===== config.mk =====
export PLATFORM = sky130hd
export DESIGN_NAME = bsg_chip_link_reset_sequencer
export DESIGN_NICKNAME = d
export VERILOG_FILES = /design/src/rtl/bsg_chip_link_reset_sequencer.sv
export SDC_FILE = /design/constraint.sdc
export NUM_CORES = 1
export LEC_CHECK = 0
export CAP_MARGIN = 20
export CORE_AREA = 2 2 91 137
export DETAILED_ROUTE_END_ITERATION = 10
export DIE_AREA = 0 0 93 139
export GPL_TIMING_DRIVEN = 0
export SKIP_LAST_GASP = 1
export SLEW_MARGIN = 5
export SYNTH_ARGS = -nofsm -noshare
export SYNTH_HDL_FRONTEND = slang
export SYNTH_SLANG_ARGS = --single-unit

===== constraint.sdc =====
create_clock -name clk_i -period 2.7 [get_ports clk_i]
set_input_delay 0.81 -clock clk_i [delete_from_list [all_inputs] [get_ports clk_i]]
set_output_delay 0.81 -clock clk_i [all_outputs]
set_load 0.005 [all_outputs]

===== src/rtl/bsg_chip_link_reset_sequencer.sv =====
// bsg_chip_link_reset_sequencer
// Runs the bring-up reset sequence for the chip's bsg_link channels after a
// start request: token reset pulse, upstream release, downstream release,
// core release. Each phase lasts latched_wait+1 cycles.
//
// Optional feature: define BSG_CHIP_LINK_RESET_SEQUENCER_ABORT_EN to add
// abort_i, which restarts a running sequence from ASSERT_ALL.
//
// state      | meaning
// -----------+------------------------------------------------------------
// IDLE       | waiting for start; all links held in reset
// ASSERT_ALL | all enabled links held in reset, token reset low
// TOKEN_HI   | async token reset pulse high on enabled links
// TOKEN_LO   | token pulse finished, links still in reset
// UP_REL     | upstream (tx) link reset released
// DOWN_REL   | downstream (rx) link reset released
// CORE_REL   | core reset released
// DONE       | sequence complete; waits for a restart

module bsg_chip_link_reset_sequencer #(
    parameter int num_links_p  = 16,
    parameter int wait_width_p = 8
) (
    input  logic                    clk_i,
    input  logic                    reset_i,
    input  logic                    start_i,
    input  logic [wait_width_p-1:0] wait_cycles_i,
    input  logic [num_links_p-1:0]  link_en_i,
`ifdef BSG_CHIP_LINK_RESET_SEQUENCER_ABORT_EN
    input  logic                    abort_i,
`endif
    output logic [num_links_p-1:0]  up_link_reset_o,
    output logic [num_links_p-1:0]  down_link_reset_o,
    output logic [num_links_p-1:0]  async_token_reset_o,
    output logic [num_links_p-1:0]  core_reset_o,
    output logic                    busy_o,
    output logic                    done_o
);

    typedef enum logic [2:0] {
        IDLE       = 3'd0,
        ASSERT_ALL = 3'd1,
        TOKEN_HI   = 3'd2,
        TOKEN_LO   = 3'd3,
        UP_REL     = 3'd4,
        DOWN_REL   = 3'd5,
        CORE_REL   = 3'd6,
        DONE       = 3'd7
    } state_e;

    state_e                  state_r, state_n;
    logic [wait_width_p-1:0] wait_r, wait_n;
    logic [num_links_p-1:0]  mask_r, mask_n;
    // One bit wider than the wait so a full 2^wait_width_p phase never wraps.
    logic [wait_width_p:0]   cnt_r, cnt_n;

    logic                    busy_state;
    logic                    phase_end;

    logic [num_links_p-1:0]  up_n, down_n, token_n, core_n;
    logic                    busy_n, done_n;

    assign busy_state = (state_r != IDLE) && (state_r != DONE);
    assign phase_end  = (cnt_r == {1'b0, wait_r});

    // Next-state, latched configuration and phase counter.
    always_comb begin
        state_n = state_r;
        wait_n  = wait_r;
        mask_n  = mask_r;
        cnt_n   = cnt_r;
        case (state_r)
            IDLE, DONE: begin
                if (start_i) begin
                    state_n = ASSERT_ALL;
                    wait_n  = wait_cycles_i;
                    mask_n  = link_en_i;
                    cnt_n   = '0;
                end
            end
            default: begin
                if (phase_end) begin
                    cnt_n = '0;
                    case (state_r)
                        ASSERT_ALL: state_n = TOKEN_HI;
                        TOKEN_HI:   state_n = TOKEN_LO;
                        TOKEN_LO:   state_n = UP_REL;
                        UP_REL:     state_n = DOWN_REL;
                        DOWN_REL:   state_n = CORE_REL;
                        CORE_REL:   state_n = DONE;
                        default:    state_n = IDLE;
                    endcase
                end else begin
                    cnt_n = cnt_r + (wait_width_p+1)'(1);
                end
            end
        endcase
`ifdef BSG_CHIP_LINK_RESET_SEQUENCER_ABORT_EN
        // Abort beats phase advance; mask and wait are kept for the rerun.
        if (abort_i && busy_state) begin
            state_n = ASSERT_ALL;
            cnt_n   = '0;
        end
`endif
    end

    // Output decode from the next state so the outputs can be registered.
    always_comb begin
        up_n    = '1;
        down_n  = '1;
        token_n = '0;
        core_n  = '1;
        case (state_n)
            TOKEN_HI: token_n = mask_n;
            UP_REL:   up_n    = ~mask_n;
            DOWN_REL: begin
                up_n   = ~mask_n;
                down_n = ~mask_n;
            end
            CORE_REL, DONE: begin
                up_n   = ~mask_n;
                down_n = ~mask_n;
                core_n = ~mask_n;
            end
            default: ;
        endcase
        busy_n = (state_n != IDLE) && (state_n != DONE);
        done_n = (state_n == DONE);
    end

    // State, configuration, counter and registered outputs; reset truncates any token pulse.
    always_ff @(posedge clk_i) begin
        if (reset_i) begin
            state_r             <= IDLE;
            wait_r              <= '0;
            mask_r              <= '0;
            cnt_r               <= '0;
            up_link_reset_o     <= '1;
            down_link_reset_o   <= '1;
            async_token_reset_o <= '0;
            core_reset_o        <= '1;
            busy_o              <= 1'b0;
            done_o              <= 1'b0;
        end else begin
            state_r             <= state_n;
            wait_r              <= wait_n;
            mask_r              <= mask_n;
            cnt_r               <= cnt_n;
            up_link_reset_o     <= up_n;
            down_link_reset_o   <= down_n;
            async_token_reset_o <= token_n;
            core_reset_o        <= core_n;
            busy_o              <= busy_n;
            done_o              <= done_n;
        end
    end

endmodule

==> out/qor.yml <==
critical_path:
  arrival_ps: 2550
  path_cells: "clkdlybuf4s50_1 -> clkbuf_1 -> nand3_1 -> nand2_1 -> a21oi_2 -> buf_2 -> nand2_1"
  path_max_fanout: 10
  crit_type: "in2reg"
  setup.worst_path.start_class: "input port"
  end_kind: "flop"
  slowest_stage: "clkdlybuf4s50_1"
  cp.required_ps: 2920
  path_common_cell: "nand2_1"
  max_stage_delay_ps: 470
route:
  wl_per_cell_um: 13.9
  detailedRoute.firstPassIterationCount: 4
  vias: 2680
  drt_iter0_markers: 104
  via_per_inst: 4.49
  wl_mm: 8.30
  drc: 0
  final_antenna_net_count: 0
job:
  maxCapViolCount: 0
synth:
  yosys.area.top_type: "dfxtp_1"
  yosysTopAreaCellShare_pct: 61.2
  synthArstFlopShare_pct: 0
  ys_ff_latch: 102
  syn_area_um2: 3340
  synth-edff-count: 0
  synthesis.instances: 338
  avgSynthCellArea_um2: 9.88
  synth-main-ff-cell: "dfxtp_1"
  yosysWarningCount: 0
  synth_area_leaders: "dfxtp_1, nand2_1, mux2i_1, nor2_1, nor4_1"
  ys_seq_area_share_pct: 61.2
  synthDistinctLibCells: 37
  synthesis.nets: 366
place:
  place_ws_ps: -14.1
  hpwl_mm: 6.33
  placed_cells: 583
  io_buffer_count: 92
  gp_congestion: 0.776
timing:
  min_period_ps: 2340
  fmax_ghz: 0.428
  fin_skew_ps: 4.58
  rsz0062_at_grt: "false"
  timing.hold.ws_ps: 471
  drv_slew: 0
  tightestPinTransition_ps: 644
  slew_headroom_pct: 56.7
  setup_ws_ps: 363
  min_period_over_period_pct: 86.6
  finalSetupViolations: 0
  hold_viol: 0
cells_and_area:
  area_delta_synth_final_pct: 41.3
  seq_area_um2: 2040
  layout.nets: 469
  final_util_pct: 40.1
  fill_cells: 1191
  diodes: 0
  drive_above_1_share_pct: 6.08
  stdcell_count: 597
  multi_input_comb_area_um2: 1180
global_routing:
  grt_max_degree: 16
  antenna_found_initial: 0
  grt_first_pass_wirelength_mm: 13.5
  grt_overflow: 0
  grt_pass1_vias: 2747
  grt_util_all_layers_pct: 13.3
clocking:
  root_buffer: "clkbuf_16"
  htree_levels: 3
  ctsResizeCount: 0
  clock-sinks: 102
  clk_pin_slew_ps: 60
  clock_path_buffers: 2
  cts_buffers: 9
  cts_tree: "yes"
  post_cts_buffers: 0
  postCtsHoldBufs: 0
  clock_latency_ps: 330
pwr:
  power.total_uw: 3670
  p_leak_uw: 0.00174
  p_per_area_nw_per_um2: 777
  peakVddDrop_mv: 0.447
hold_path:
  worstHoldPathType: "reg2reg"
floorplanning:
  die_w_um: 93
  core_um2: 11800
  start_util_pct: 28.4
  die-area_um2: 12900
  die_h_um: 139
  rows: 49
  pin_count: 93
outcome:
  status: "finished, final reports clean"
-- layer usage --
metal | GRT usage (%) | share of wire, % | vias to the layer above
met5 | 0 | 0 | -
met3 | 3.42 | 4.7 | 12
met1 | 14.5 | 39 | 1263
met4 | 6.42 | 2.6 | 0
li1 | - | - | 1336
met2 | 23.5 | 54 | 69
-- report_power, final --
part	internal [uW]	switching [uW]	total [uW]	leakage, uW
Clock	640	522	1160	0.000120
Sequential	1610	51.7	1670	0.000828
Combinational	346	493	839	0.000788
-- worst max-delay path: cells and delay by family --
kind | cells | cell delay [ps]
buffers and inverters | 3 | 1040
AO/OA/AOI/OAI | 1 | 360
AND/OR/NAND/NOR | 3 | 350
-- flip-flops by register name, indices dropped and copies added (netlist names) --
| name | flops |
|---|---|
| cnt_r | 9 |
| async_token_reset_o | 16 |
| wait_r | 8 |
| up_link_reset_o | 16 |
| mask_r | 16 |
| busy_o | 1 |
| state_r | 3 |
| core_reset_o | 16 |
| done_o | 1 |
| down_link_reset_o | 16 |
-- area by class of cell --
cell class                      count  area share [%]
Clock buffer                       11            5.15
Multi-Input combinational cell    213            25.1
Tap cell                          153            4.06
Clock inverter                      3           0.478
Timing Repair Buffer               92            19.5
Sequential cell                   102            43.3
Buffer                             20            2.15
Inverter                            3           0.239
-- kinds of logic (layout without fill, tap and decap cells) --
| family | Yosys count | in the layout | synth area share, % |
|---|---|---|---|
| AO/OA/AOI/OAI | 33 | 33 | 6.48 |
| XOR/XNOR | 10 | 10 | 2.62 |
| adder cells (fa/ha/maj) | 1 | 1 | 0.375 |
| buffers and inverters | 23 | 129 | 3.37 |
| flip-flops | 102 | 102 | 61.2 |
| multiplexers | 19 | 19 | 6.11 |
| AND/OR/NAND/NOR | 150 | 150 | 19.9 |
-- per-stage QoR --
| stage | instance area, um2 | TNS (ps) |
|---|---|---|
| global placement | 4450 | -150 |
| finish | 4720 | 0 |
| global route | 4720 | 0 |
| floorplan | 3340 | 0 |
| detailed placement | 4450 | -89.5 |
| CTS | 4720 | 0 |
-- Yosys cell counts, types with 3 or more instances --
master      n
dfxtp_1   102
nand2_1    79
nor2_1     28
mux2i_1    17
nor4_1     16
clkbuf_1   12
a21oi_1    10
o21ai_0     9
xnor2_1     8
nor3_1      7
nand3_1     6
nor2b_1     4
a31oi_1     3
buf_2       3
inv_1       3
-- layout by cell type, fill, tap and decap left out, types with 2 or more instances in the layout --
cell type and n:
dfxtp_1 102, clkdlybuf4s50_1 92, nand2_1 79, nor2_1 28, mux2i_1 17, nor4_1 16
clkbuf_1 13, a21oi_1 10, o21ai_0 9, clkbuf_16 9, xnor2_1 8, nor3_1 7
nand3_1 6, nor2b_1 4, buf_2 3, inv_1 3, a31oi_1 3, clkinvlp_4 3
and3_1 2, o21ai_2 2, xor2_1 2, or4_1 2, buf_6 2, buf_4 2
o21a_1 2, a32oi_1 2, nand4b_1 2
-- final timing paths --
check,start,to,slack [ps],depth (start not counted)
max,start_i,down_link_reset_o[6]$_SDFF_PP1_,360,7
max reg2reg,cnt_r[4]$_SDFFE_PP0P_,up_link_reset_o[9]$_SDFF_PP1_,390,7
min,wait_r[0]$_SDFFE_PP0P_,wait_r[0]$_SDFFE_PP0P_,470,2
min reg2reg,wait_r[0]$_SDFFE_PP0P_,wait_r[0]$_SDFFE_PP0P_,470,2
No activity file was read; power rests on OpenSTA's default activity.
